## config.mk

```make
export PLATFORM = sky130hd
export DESIGN_NAME = exp_sum_buffer
export DESIGN_NICKNAME = d
export VERILOG_FILES = /design/src/rtl/exp_sum_buffer_pkg.sv /design/src/rtl/exp_sum_buffer_sat_accumulator.sv /design/src/rtl/exp_sum_buffer.sv
export SDC_FILE = /design/constraint.sdc
export NUM_CORES = 1
export LEC_CHECK = 0
export BUFFER_PORTS_ARGS = -buffer_cell sky130_fd_sc_hd__buf_4
export CAP_MARGIN = 10
export CORE_UTILIZATION = 50
export CTS_BUF_LIST = sky130_fd_sc_hd__clkbuf_4 sky130_fd_sc_hd__clkbuf_8 sky130_fd_sc_hd__clkbuf_16
export DETAILED_ROUTE_END_ITERATION = 7
export PLACE_DENSITY = 0.78
export SLEW_MARGIN = 20
export SYNTH_ARGS = -nofsm -noshare
export SYNTH_HDL_FRONTEND = slang
export SYNTH_SLANG_ARGS = --single-unit
```

## constraint.sdc

```tcl
create_clock -name clock_i -period 6 [get_ports clock_i]
set_input_delay 0.9 -clock clock_i [delete_from_list [all_inputs] [get_ports clock_i]]
set_output_delay 0.9 -clock clock_i [all_outputs]
set_load 0.05 [all_outputs]
```

## src/rtl/exp_sum_buffer_pkg.sv

```systemverilog
// Shared softmax definitions for the exponent-sum buffer.
//   state_t       : frame sequencing states
//   DEF_*         : default frame geometry
//   sum_size_for  : accumulator width that cannot overflow for a frame
//   index_width   : counter width able to address every frame element
package exp_sum_buffer_pkg;

  typedef enum logic [1:0] {
    COLLECT  = 2'd0,
    SUM_DONE = 2'd1,
    REPLAY   = 2'd2
  } state_t;

  localparam int DEF_DATA_SIZE      = 32;
  localparam int DEF_NUMBER_OF_DATA = 10;

  function automatic int sum_size_for(input int data_size, input int number_of_data);
    return data_size + $clog2(number_of_data);
  endfunction

  // A single-element frame still needs a one-bit counter.
  function automatic int index_width(input int number_of_data);
    return (number_of_data > 1) ? $clog2(number_of_data) : 1;
  endfunction

endpackage

```

## src/rtl/exp_sum_buffer_sat_accumulator.sv

```systemverilog
// Saturating accumulator for the frame sum.
//   clock_i, reset_n_i : clock, async active-low reset
//   clear_i            : synchronous clear (wins over add_i)
//   add_i, value_i     : add zero-extended value_i this cycle
//   sum_o              : running sum, sticks at all-ones instead of wrapping
module exp_sum_buffer_sat_accumulator #(
  parameter int data_size = 32,
  parameter int sum_size  = 36
) (
  input  logic                 clock_i,
  input  logic                 reset_n_i,
  input  logic                 clear_i,
  input  logic                 add_i,
  input  logic [data_size-1:0] value_i,
  output logic [sum_size-1:0]  sum_o
);

  logic [sum_size-1:0] sum_q;
  logic [sum_size:0]   wide_sum;

  // One extra bit catches the carry that signals saturation.
  assign wide_sum = {1'b0, sum_q} + {{(sum_size + 1 - data_size){1'b0}}, value_i};

  always_ff @(posedge clock_i or negedge reset_n_i) begin
    if (!reset_n_i) begin
      sum_q <= '0;
    end else if (clear_i) begin
      sum_q <= '0;
    end else if (add_i) begin
      sum_q <= wide_sum[sum_size] ? {sum_size{1'b1}} : wide_sum[sum_size-1:0];
    end
  end

  assign sum_o = sum_q;

endmodule

```

## src/rtl/exp_sum_buffer.sv

```systemverilog
// Exponent store / sum / replay buffer between the exp stage and the divider.
//   clock_i, reset_n_i         : clock, async active-low reset
//   exp_valid_i, exp_i         : incoming exponent stream of one frame
//   div_ready_i                : divider accepts the current element
//   div_valid_o, div_exp_o,
//   div_index_o, div_last_o    : replayed element (all zero while not valid)
//   div_sum_o                  : frozen frame sum, held until the next frame completes
//   sum_valid_o                : one-cycle pulse when the frame sum is final
//   overrun_o                  : sticky, exponent arrived while not collecting
//
// state    | meaning
// COLLECT  | storing exponents and accumulating their sum
// SUM_DONE | one cycle: sum final, pulse sum_valid_o, freeze it
// REPLAY   | present stored exponents to the divider in order
module exp_sum_buffer
  import exp_sum_buffer_pkg::*;
#(
  parameter int data_size      = DEF_DATA_SIZE,
  parameter int number_of_data = DEF_NUMBER_OF_DATA,
  parameter int sum_size       = sum_size_for(data_size, number_of_data)
) (
  input  logic                 clock_i,
  input  logic                 reset_n_i,
  input  logic                 exp_valid_i,
  input  logic [data_size-1:0] exp_i,
  input  logic                 div_ready_i,
  output logic                 div_valid_o,
  output logic [data_size-1:0] div_exp_o,
  output logic [sum_size-1:0]  div_sum_o,
  output logic [7:0]           div_index_o,
  output logic                 div_last_o,
  output logic                 sum_valid_o,
  output logic                 overrun_o
);

  localparam int idx_w = index_width(number_of_data);
  localparam int depth = 1 << idx_w;
  localparam logic [idx_w-1:0] last_idx = idx_w'(number_of_data - 1);

  state_t               state_q, state_d;
  logic [idx_w-1:0]     in_cnt_q, out_cnt_q;
  logic [data_size-1:0] buffer_q [depth];
  logic [sum_size-1:0]  acc_sum, sum_q;
  logic                 overrun_q;
  logic                 accept, xfer, last_xfer, overrun_set;

  always_comb begin
    state_d     = state_q;
    accept      = 1'b0;
    xfer        = 1'b0;
    last_xfer   = 1'b0;
    overrun_set = 1'b0;
    unique case (state_q)
      COLLECT: begin
        if (exp_valid_i) begin
          accept = 1'b1;
          if (in_cnt_q == last_idx) state_d = SUM_DONE;
        end
      end
      SUM_DONE: begin
        overrun_set = exp_valid_i;
        state_d     = REPLAY;
      end
      REPLAY: begin
        overrun_set = exp_valid_i;
        if (div_ready_i) begin
          xfer = 1'b1;
          if (out_cnt_q == last_idx) begin
            last_xfer = 1'b1;
            state_d   = COLLECT;
          end
        end
      end
      default: state_d = COLLECT;
    endcase
  end

  always_ff @(posedge clock_i or negedge reset_n_i) begin
    if (!reset_n_i) begin
      state_q   <= COLLECT;
      in_cnt_q  <= '0;
      out_cnt_q <= '0;
      sum_q     <= '0;
      overrun_q <= 1'b0;
    end else begin
      state_q <= state_d;
      if (accept) in_cnt_q <= (in_cnt_q == last_idx) ? '0 : in_cnt_q + idx_w'(1);
      if (state_q == SUM_DONE) begin
        out_cnt_q <= '0;
        sum_q     <= acc_sum;
      end else if (xfer) begin
        out_cnt_q <= last_xfer ? '0 : out_cnt_q + idx_w'(1);
      end
      if (overrun_set) overrun_q <= 1'b1;
    end
  end

  // Storage needs no reset: only entries written this frame are ever read.
  always_ff @(posedge clock_i) begin
    if (accept) buffer_q[in_cnt_q] <= exp_i;
  end

  exp_sum_buffer_sat_accumulator #(
    .data_size(data_size),
    .sum_size (sum_size)
  ) u_acc (
    .clock_i  (clock_i),
    .reset_n_i(reset_n_i),
    .clear_i  (last_xfer),
    .add_i    (accept),
    .value_i  (exp_i),
    .sum_o    (acc_sum)
  );

  assign div_valid_o = (state_q == REPLAY);
  assign sum_valid_o = (state_q == SUM_DONE);
  assign div_exp_o   = div_valid_o ? buffer_q[out_cnt_q] : '0;
  assign div_index_o = div_valid_o ? 8'(out_cnt_q) : 8'd0;
  assign div_last_o  = div_valid_o && (out_cnt_q == last_idx);
  // The accumulator already holds the final sum during SUM_DONE, so the
  // sum is visible together with its pulse rather than a cycle later.
  assign div_sum_o   = (state_q == SUM_DONE) ? acc_sum : sum_q;
  assign overrun_o   = overrun_q;

endmodule

```

* After elaboration in Yosys (flattened, before gate mapping) *
Memory sizes are Yosys's and may differ from the RTL's.
Cells that the tools add are included.

operators by class
  mux-type cells = 25
  equal/unequal tests = 8
  reductions and logical operators = 6
  add/sub/neg operators = 3

operators by type and width
  kind                                                                    number
  36-bit 2-to-1 mux                                                       4
  36-bit by 32-bit adder with 37-bit output                               1
  32-bit 2-to-1 mux                                                       1
  4-bit 2-to-1 mux                                                        5
  1-bit 2-to-1 mux                                                        10
  4-bit by 1-bit adder with 4-bit output (second input constant)          2
  4-bit equality test (second input constant)                             2
  2-bit 2-to-1 mux                                                        4
  2-bit != test (second input constant)                                   3
  2-bit case mux with 3 select lines                                      1
  4-bit AND reduction                                                     1
  2-bit nonzero test                                                      2
  2-bit by 1-bit equality test with 1-bit output (second input constant)  1
  2-bit equality test (second input constant)                             1
  2-bit zero test                                                         1
  2-bit by 1-bit != test with 1-bit output (second input constant)        1
  2-bit OR reduction                                                      1
  1-bit logical AND                                                       1

word-level totals
  register bits after elaboration = 83
  logic and storage cells = 49
  memories kept = 1
  input port bits = 36
  memory bits (writable) = 512

memory list
  name      depth  width  read ports  clocked after Yosys merged registers in  wr ports  RTL line              text
  buffer_q  16     32     1           0                                        1         exp_sum_buffer.sv:42  logic [data_size-1:0] buffer_q [depth];

* Depth between registers and ports, before layout *
Gate-level depths: netlist (run 1).

  depth after elaboration = 7
  depth in mapped cells = 12
  mapped depth without buffers = 11

* Cells and area by module *
From an unflattened synthesis (run 1), not the netlist that was laid out.

unflattened totals
  cells, all modules = 1383
  area total of the unflattened synthesis = 24578.6 µm²

modules (own cells, without submodules)
  module                          cells each  area each (µm²)  instances
  exp_sum_buffer                  1028        21499.4          1
  exp_sum_buffer_sat_accumulator  355         3079.2           1

* Worst setup path before layout (run 1) *
No wires, ideal clock.

  path type = input to register
  start point = in exp_valid_i
  end point = mem buffer_q[2][0], enable pin
  data required time = 5539 ps
  cell stages on the path = 5
  arrival time = 3844 ps
  path buffers = 2
  slack = 1695 ps
  path through = and2_1 clkbuf_1 clkbuf_1 nand3b_1 nor3_1

between the ends
  word-level cells in the longest chain between the ends = 4

RTL lines
  item                                    RTL line               text
  start, declared                         exp_sum_buffer.sv:24   input logic exp_valid_i,
  1-bit 2-to-1 mux                        exp_sum_buffer.sv:55   if (exp_valid_i) begin
  1-bit 2-to-1 mux                        exp_sum_buffer.sv:53   unique case (state_q)
  1-bit 2-to-1 mux                        exp_sum_buffer.sv:100  if (accept) buffer_q[in_cnt_q] <= exp_i;
  1-bit 2-to-1 mux (not written as such)  exp_sum_buffer.sv:100
  end, declared                           exp_sum_buffer.sv:42

No other way between the ends.

* Final worst setup path (run 1) *
  start point = reg out_cnt_q[0]
  end point = out div_exp_o[30]

between the ends
  word-level cells in the longest chain between the ends = 2

RTL lines
  item                    RTL line               text
  start, declared         exp_sum_buffer.sv:41   logic [idx_w-1:0] in_cnt_q, out_cnt_q;
  start signal, assigned  exp_sum_buffer.sv:92   out_cnt_q <= last_xfer ? '0 : out_cnt_q + idx_w'(1);
  memory 16 x 32 bit      --
  32-bit 2-to-1 mux       exp_sum_buffer.sv:117  assign div_exp_o = div_valid_o ? buffer_q[out_cnt_q] : '0;
  end, declared           exp_sum_buffer.sv:28   output logic [data_size-1:0] div_exp_o,

No other way between the ends.

==> results of run 1 <==
## where the power goes
| group | leakage (µW) | internal, µW | switching [µW] | total, µW |
|---|---|---|---|---|
| sequential | 0.00553 | 4950 | 305 | 5250 |
| combinational | 0.00292 | 1790 | 2660 | 4450 |
| clock | 0.000881 | 1980 | 1490 | 3460 |
## metrics by stage
| step | worst slack, ns | power (µW) | utilization, % |
|---|---|---|---|
| 6_report | 1.57 | 13200 | 57.8 |
| 5_1_grt | 1.40 | 13700 | 57.8 |
| 4_1_cts | 1.50 | 13200 | 57.8 |
| 3_5_place_dp | 1.86 | 9770 | 54.1 |
| 3_3_place_gp | 1.90 | 9670 | 54.1 |
| 2_1_floorplan | 1.70 | 8560 | - |
## state kept, by name, indices dropped and copies added, names as in the netlist
name         flops
in_cnt_q         4
sum_q           36
u_acc.sum_o     36
buffer_q       512
out_cnt_q        4
state_q          2
overrun_o        1
## cell usage in the layout (no fill, tap or decap), types with 4 or more instances in the layout
cell and instances:
a211oi_1 6, a21o_1 16, a21oi_1 55, a31oi_1 8
and2_1 39, and3_1 7, buf_4 138, bufinv_16 5
clkbuf_16 55, clkbuf_4 12, clkinv_1 9, clkinv_2 10
clkinvlp_4 5, conb_1 4, dfrtp_1 79, edfxtp_1 512
ha_1 36, inv_1 12, mux2_2 38, mux4_2 160
nand2_1 30, nand2b_1 6, nand3_1 18, nand4_1 7
nor2_1 20, nor2_4 12, nor2b_1 7, nor3_1 9
nor3_2 4, nor4_1 4, o211ai_1 5, o21a_1 5
o21ai_0 39, o221a_2 6, or2_2 4, or3_1 4
xnor2_1 13, xor2_1 17
## cell families (layout without fill, tap and decap cells)
logic type	after synthesis	count (layout)	synth area share, %
DFF	595	595	70.7
muxes	199	199	16.4
and+or+nand+nor	181	181	3.91
AOI/OAI and AO/OA	171	171	4.46
buffers and inverters	81	254	1.45
adders and majority gates	39	39	2.01
xor gates and xnor gates	30	30	1.06
other	1	4	0.0152
## layer usage
layer / track usage, % / wire length (µm) / up-vias
met3: 3.65 / 4730 / 104
met1: 31.7 / 22000 / 6693
met4: 7.20 / 1430 / 0
met5: 0 / 0 / -
met2: 36.9 / 27400 / 660
li1: - / - / 5537
## worst max-delay path by stage
stage	startpoint	end	slack [ns]	depth (start not counted)
after floorplan	exp_valid_i	buffer_q[2][0]$_DFFE_PP_	1.70	5
after global placement	exp_i[0]	u_acc.sum_o[27]$_DFFE_PN0P_	1.90	13
after detailed placement	exp_i[0]	u_acc.sum_o[27]$_DFFE_PN0P_	1.86	13
after CTS	out_cnt_q[0]$_DFFE_PN0P_	div_exp_o[30]	1.50	5
after global routing	out_cnt_q[0]$_DFFE_PN0P_	div_exp_o[30]	1.40	5
final	out_cnt_q[0]$_DFFE_PN0P_	div_exp_o[30]	1.57	5
## final cells by class
| cell class | count | share of cell area [%] |
|---|---|---|
| clock buffers | 69 | 5.29 |
| clock inverters | 32 | 1.04 |
| inverters | 12 | 0.160 |
| multi-input cells | 624 | 24.8 |
| flip-flops and latches | 595 | 61.9 |
| well taps | 664 | 2.94 |
| repair buffers | 141 | 3.88 |
==> results_dict.tcl, run 1 <==
set metrics [dict create \
    outcome "finished, final reports clean" \
    synthFlopType "edfxtp_1" \
    r2r-start "u_acc.sum_o[0]$_DFFE_PN0P_" \
    syn-mean-instance-area_um2 19.0 \
    clockBufferDepth 3 \
    max-vdd-ir-drop_mv 0.546 \
    grtUsageTotal_pct 22.7 \
    max_slew_margin_pct 26.4 \
    slowest_delay_ns 0.84 \
    cts_resized 0 \
    final_antenna_net_count 0 \
    hold_buffers 0 \
    r2r_setup_slack_ns 2.53 \
    vias 13000 \
    min_period_ns 4.43 \
    cp.arrival_ns 3.53 \
    grt_pass1_vias 13300 \
    cp_common_cell "mux4_2" \
    finalHoldViolCount 0 \
    finClkSkew_ns 0.0197 \
    grt_pass1_wl_um 84000 \
    power_density_nw_per_um2 467 \
    ys_seq_area_share_pct 70.7 \
    synthTopCellsByArea "edfxtp_1 (62%), mux4_2 (15%), dfrtp_1 (8.4%), ha_1 (1.9%), mux2_2 (1.7%)" \
    startpoint_type "flip-flop" \
    finalSetupViolCount 0 \
    synthesis.area_um2 24700 \
    cts_setup_buffers 0 \
    cap_viol_max_count 0 \
    yosysMostFrequentCell "edfxtp_1" \
    critPathKind "flip-flop to output port" \
    layout.area.seq_um2 17500 \
    multiInputGateArea_um2 7000 \
    yosys-top-cells-count "edfxtp_1 (512), mux4_2 (160), dfrtp_1 (83)" \
    gp_congestion 0.879 \
    yosysWarnings 0 \
    grt_max_degree 56 \
    rows 81 \
    synth.top_cell.area_share_pct 62.3 \
    vias_per_cell 6.08 \
    place_area_um2 26400 \
    drt_pass1_iterations 6 \
    crit_family "multiplexers" \
    hold_class "primary input to asynchronous set/reset pin" \
    synth-seq-cells 595 \
    port_buffers 111 \
    wl_per_cell_um 26.0 \
    final_cell_area_um2 28200 \
    drcViolationCount 0 \
    nNetsFinal 1504 \
    r2r_end "u_acc.sum_o[27]$_DFFE_PN0P_" \
    num_antenna_cells 0 \
    synthCells 1297 \
    die_area_um2 50300 \
    dp_hpwl_um 32200 \
    end_kind "output port" \
    worst-path-buf-inv 2 \
    postRouteWirelength_um 55600 \
    cts_tree "built" \
    area_growth_pct 14.3 \
    synth-edff-count 512 \
    insertion_delay_ns 0.61 \
    fin_setup_tns_ns 0 \
    rsz0062_at_grt "no" \
    instances_no_fill 2137 \
    drtIter0Drc 1435 \
    critPathRequiredTime_ns 5.10 \
    path_cells "buf_12 > mux4_2 > mux4_2 > and2_1 > buf_4" \
    finalCritPeriodShare_pct 73.8 \
    num_io_pins 116 \
    die_w_um 224 \
    dp.cells 2036 \
    timing.final.max_slew_violations 0 \
    cts_buffers 55 \
    timing.hold.ws_ns 0.336 \
    fmax_mhz 226 \
    drive_gt1_share_pct 31.9 \
    power_leakage_uw 0.00934 \
    cts_max_level 2 \
    core_area_um2 48800 \
    async_reset_ff_share_pct 13.9 \
    yosysTopAreaCell "edfxtp_1" \
    antenna_found_initial 1 \
    gr-total-overflow 0 \
    reg2regPathDepth 12 \
    die_h_um 224 \
    synthDistinctLibCells 66 \
    path_clk_slew_ns 0.06 \
    n_fill_cell 3558 \
    path_max_fanout 55 \
    clkSinkCount 595 \
    crit_slowest_cell "dfrtp_4" \
    cts_root_buf "clkbuf_16" \
    start_util_pct 50.5 \
    worst_slew_pin_slew_ns 1.10 \
]
Note: power is estimated with default switching activity, not from simulation.
==> run 2, diff against run 1 <==
--- a/config.mk
+++ b/config.mk
@@ -10,7 +10,7 @@
 export CORE_UTILIZATION = 50
 export CTS_BUF_LIST = sky130_fd_sc_hd__clkbuf_4 sky130_fd_sc_hd__clkbuf_8 sky130_fd_sc_hd__clkbuf_16
 export DETAILED_ROUTE_END_ITERATION = 7
-export PLACE_DENSITY = 0.78
+export PLACE_DENSITY = 0.81
 export SLEW_MARGIN = 20
 export SYNTH_ARGS = -nofsm -noshare
 export SYNTH_HDL_FRONTEND = slang
==> constraint.sdc (replaced) <==
create_clock -name clock_i -period 3.7 [get_ports clock_i]
set_input_delay 0.555 -clock clock_i [delete_from_list [all_inputs] [get_ports clock_i]]
set_output_delay 0.555 -clock clock_i [all_outputs]
set_load 0.05 [all_outputs]
==> results_dict.tcl, run 2 (synthesis results as in run 1) <==
set metrics [dict create \
    outcome "finished, final reports clean" \
    final_common_cell "edfxtp_1" \
    rows 81 \
    cp.arrival_ns 3.04 \
    finalCritPeriodShare_pct 97.1 \
    cap_viol_max_count 0 \
    antenna_found_initial 0 \
    seq_power_share_pct 38.6 \
    cts_buffers 57 \
    clkSinkCount 595 \
    wl_per_cell_um 26.3 \
    timing.final.max_slew_violations 0 \
    start_util_pct 50.5 \
    pwr-share-clk_pct 27.4 \
    p_total_uw 22000 \
    power_density_nw_per_um2 768 \
    critPathRequiredTime_ns 3.14 \
    cts_tree "built" \
    min_period_ns 3.59 \
    die_area_um2 50300 \
    power_leakage_uw 0.00953 \
    port_buffers 111 \
    path_clk_slew_ns 0.06 \
    critPathKind "flip-flop to output port" \
    dp_hpwl_um 34400 \
    gr-total-overflow 0 \
    die_h_um 224 \
    max-vdd-ir-drop_mv 0.990 \
    multiInputGateArea_um2 7010 \
    r2r-start "u_acc.sum_o[0]$_DFFE_PN0P_" \
    cts_root_buf "clkbuf_16" \
    r2r_setup_slack_ns 0.60 \
    gp_congestion 0.921 \
    max_slew_margin_pct 50.7 \
    rsz0062_at_grt "no" \
    finalSetupViolCount 0 \
    die_w_um 224 \
    drtIter0Drc 1316 \
    nNetsFinal 1525 \
    path_max_fanout 36 \
    core_area_um2 48800 \
    finalHoldViolCount 0 \
    reg2regPathDepth 10 \
    finClkSkew_ns 0.0182 \
    drive_gt1_share_pct 32.7 \
    layout.area.seq_um2 17500 \
    fin_setup_tns_ns 0 \
    grt_pass1_wl_um 85500 \
    num_antenna_cells 0 \
    insertion_delay_ns 0.61 \
    fmax_mhz 278 \
    postRouteWirelength_um 56900 \
    num_io_pins 116 \
    intPower_uw 14600 \
    n_fill_cell 3527 \
    pwr-share-comb_pct 34.0 \
    drcViolationCount 0 \
    grt_max_degree 55 \
    end_kind "output port" \
    area_growth_pct 16.0 \
    worst_slew_pin_slew_ns 0.740 \
    final_antenna_net_count 0 \
    grtUsageTotal_pct 23.2 \
    switching_share_pct 33.6 \
    p_sw_uw 7390 \
    hold_class "primary input to asynchronous set/reset pin" \
    clockBufferDepth 3 \
    cts_max_level 2 \
    largest_register "buffer_q" \
    mostFrequentLayoutCells "edfxtp_1 (512), mux4_2 (160), buf_4 (149)" \
    vias_per_cell 6.05 \
    startpoint_type "flip-flop" \
    grt_pass1_vias 13600 \
    largest_reg_flops 512 \
    r2r_end "u_acc.sum_o[9]$_DFFE_PN0P_" \
    drt_pass1_iterations 5 \
    vias 13100 \
]
-- run 2: changes by cell type in the layout (fill, tap and decap cells not counted), moves of 2 or more --
cell       before  now
bufinv_16       5    8
clkbuf_16      55   59
clkinv_1        9   14
buf_4         138  149
clkbuf_8        2    0
buf_12          3    9
clkinv_2       10    5
nor3_4          0    2
nor3_2          4    2
-- run 2: repair_timing --
action | in CTS | in global routing
endpoints found under the setup margin | 11 | 1
setup buffers | 1 | 0
hold buffers | 0 | 0
resized for setup | 0 | 1
-- run 2: worst max-delay path, stage by stage, from the launching register on --
cell,delay [ns]
dfrtp_4,0.64
buf_12,0.32
mux4_2,0.56
mux4_2,0.50
and2_1,0.18
buf_4,0.18
-- run 2: worst max-delay path by stage --
| stage | from | to | slack [ns] | cells after the start |
|---|---|---|---|---|
| 6_report | out_cnt_q[0]$_DFFE_PN0P_ | div_exp_o[3] | 0.11 | 5 |
| 5_1_grt | out_cnt_q[0]$_DFFE_PN0P_ | div_exp_o[22] | 0.01 | 5 |
| 4_1_cts | out_cnt_q[0]$_DFFE_PN0P_ | div_exp_o[15] | 0.04 | 5 |
| 3_5_place_dp | exp_i[0] | u_acc.sum_o[18]$_DFFE_PN0P_ | 0.25 | 11 |
| 3_3_place_gp | exp_i[0] | u_acc.sum_o[27]$_DFFE_PN0P_ | 0.27 | 12 |
| 2_1_floorplan | exp_valid_i | buffer_q[1][0]$_DFFE_PP_ | 0.11 | 3 |
-- run 2: per-layer routing --
| metal | global-route usage [%] | share of wire, % | up-vias |
|---|---|---|---|
| met1 | 32.2 | 40 | 6807 |
| met2 | 38.5 | 50 | 588 |
| met5 | 0 | 0 | - |
| li1 | - | - | 5579 |
| met3 | 3.40 | 7.7 | 96 |
| met4 | 6.76 | 2.3 | 0 |
-- run 2: layout make-up --
| class | count | area share, % |
|---|---|---|
| clock buffer | 72 | 5.50 |
| clock inverter | 34 | 1.30 |
| inverter | 12 | 0.157 |
| multi-input combinational | 624 | 24.5 |
| sequential | 595 | 61.0 |
| tap | 664 | 2.90 |
| timing repair buffer | 160 | 4.67 |
-- run 2: power by group through the flow --
stage	Sequential (µW)	Clock (µW)	Combinational, µW
after floorplan	8360	0	5520
after global placement	8560	0	7290
after detailed placement	8610	0	7420
after CTS	8470	6080	7510
after global routing	8530	6310	7990
final	8480	6020	7480
-- run 2: metrics by stage --
step | util [%] | area (µm²) | cells | hold slack (ns) | setup WS (ns)
4_1_cts | 58.6 | 28600 | 2161 | 0.00927 | 0.0351
3_3_place_gp | 54.6 | 26700 | 2054 | 0.457 | 0.274
5_1_grt | 58.6 | 28600 | 2161 | 0.0575 | 0.0138
6_report | 58.6 | 28600 | 2161 | 0.00400 | 0.106
2_1_floorplan | - | 24700 | 1300 | 0.259 | 0.111
3_5_place_dp | 54.6 | 26700 | 2054 | 0.473 | 0.255
==> run 3, diff against run 2 <==
--- a/config.mk
+++ b/config.mk
@@ -10,6 +10,7 @@
 export CORE_UTILIZATION = 50
 export CTS_BUF_LIST = sky130_fd_sc_hd__clkbuf_4 sky130_fd_sc_hd__clkbuf_8 sky130_fd_sc_hd__clkbuf_16
 export DETAILED_ROUTE_END_ITERATION = 7
+export GPL_TIMING_DRIVEN = 0
 export PLACE_DENSITY = 0.81
 export SLEW_MARGIN = 20
 export SYNTH_ARGS = -nofsm -noshare
==> results_dict.tcl, run 3 (synthesis results as in run 1) <==
set metrics [dict create \
    outcome "complete, but fails checks" \
    violations "hold timing, setup timing" \
    die_w_um 224 \
    r2r_setup_slack_ns 0.26 \
    finClkSkew_ns 0.0244 \
    path_cells "clkbuf_8 > clkbuf_16 > buf_12 > mux4_2 > mux4_2 > and2_1 > buf_4" \
    grt_max_degree 84 \
    cts_tree "built" \
    min_period_ns 3.71 \
    drcViolationCount 0 \
    clockBufferDepth 3 \
    worst-path-buf-inv 4 \
    place_area_um2 27000 \
    utilization_pct 59.8 \
    cts_root_buf "clkbuf_16" \
    cts_max_level 2 \
    layout.area.seq_um2 17500 \
    fmax_mhz 269 \
    finalHoldViolCount 24 \
    grt_pass1_vias 14300 \
    max-vdd-ir-drop_mv 0.940 \
    num_antenna_cells 0 \
    drtIter0Drc 1603 \
    path_max_fanout 10 \
    end_kind "output port" \
    mostFrequentLayoutCells "edfxtp_1 (512), mux4_2 (160), buf_4 (128)" \
    port_buffers 111 \
    fin_ws_ns -0.0116 \
    area_growth_pct 18.3 \
    gp_congestion 0.893 \
    finalSetupViolCount 1 \
    critPathKind "flip-flop to output port" \
    crit_slowest_cell "mux4_2" \
    cts_buffers 57 \
    clkSinkCount 595 \
    cap_viol_max_count 0 \
    gr-total-overflow 0 \
    core_area_um2 48800 \
    die_h_um 224 \
    p_total_uw 22500 \
    rows 81 \
    cp_common_cell "mux4_2" \
    startpoint_type "flip-flop" \
    power_density_nw_per_um2 770 \
    crit_family "multiplexers" \
    slowest_delay_ns 0.56 \
    start_util_pct 50.5 \
    worst_slew_pin_slew_ns 0.999 \
    n_fill_cell 3440 \
    timing.hold.ws_ns -0.0280 \
    timing.final.max_slew_violations 0 \
    die_area_um2 50300 \
    cp.arrival_ns 3.16 \
    hold_buffers 0 \
    hold_class "primary input to asynchronous set/reset pin" \
    drive_gt1_share_pct 33.5 \
    multiInputGateArea_um2 7000 \
    insertion_delay_ns 0.64 \
    power_leakage_uw 0.00981 \
    critPathRequiredTime_ns 3.14 \
    max_slew_margin_pct 33.4 \
    r2r-start "state_q[0]$_DFFE_PN0P_" \
    finalCritPeriodShare_pct 100 \
    dp.cells 2104 \
    dp_hpwl_um 38200 \
    crit_start "out_cnt_q[0]$_DFFE_PN0P_" \
    nNetsFinal 1575 \
    vias_per_cell 6.24 \
    instances_no_fill 2211 \
    largest_register "buffer_q" \
    vias 13800 \
    final_common_cell "edfxtp_1" \
    path_clk_slew_ns 0.06 \
    largest_reg_flops 512 \
    final_cell_area_um2 29200 \
    antenna_found_initial 0 \
    grt_pass1_wl_um 92000 \
    grtUsageTotal_pct 25.5 \
    num_io_pins 116 \
    wl_per_cell_um 28.3 \
    drt_pass1_iterations 8 \
    postRouteWirelength_um 62500 \
    final_antenna_net_count 0 \
]
-- run 3: final cells by class --
class                   count  share of cell area, %
repair buffers            142                   4.63
flip-flops and latches    595                   59.8
plain buffers              68                   1.70
clock buffers              72                   5.32
inverters                  12                  0.154
well taps                 664                   2.85
multi-input cells         624                   24.0
clock inverters            34                   1.57
-- run 3: path summary, 6_finish.rpt --
path	to	cells after the start
max	div_exp_o[31]	7
min	u_acc.sum_o[21]$_DFFE_PN0P_	1
max reg2reg	buffer_q[6][14]$_DFFE_PP_	8
min reg2reg	overrun_o$_DFFE_PN0P_	1
max in group asynchronous	out_cnt_q[1]$_DFFE_PN0P_	1
min in group clock_i	overrun_o$_DFFE_PN0P_	2
-- run 3: through the flow --
stage	hold slack, ns	setup slack (ns)	setup TNS, ns
6_report	-0.0280	-0.0116	-0.0116
3_5_place_dp	0.449	-0.324	-8.76
3_3_place_gp	0.444	-2.64	-581.25
4_1_cts	0.149	0.0000708	0
2_1_floorplan	0.259	0.111	0
5_1_grt	0.0432	-0.0280	-0.0781
-- run 3: timing repair --
item,CTS,global route
endpoints found under the setup margin,57,16
resized for setup,70,18
cloned,0,0
pin swaps,0,0
setup buffers,0,2
-- run 3: report_power, final --
group / switching [µW] / leakage [µW] / total (µW) / internal, µW
Combinational: 4770 / 0.00327 / 7910 / 3140
Sequential: 356 / 0.00554 / 8380 / 8020
Clock: 2560 / 0.000997 / 6190 / 3620
-- run 3: layer usage --
layer / GRT usage [%] / wire, µm
met1: 33.8 / 23300
met2: 43.2 / 31400
met3: 3.46 / 5380
met4: 9.72 / 2450
met5: 0 / 0
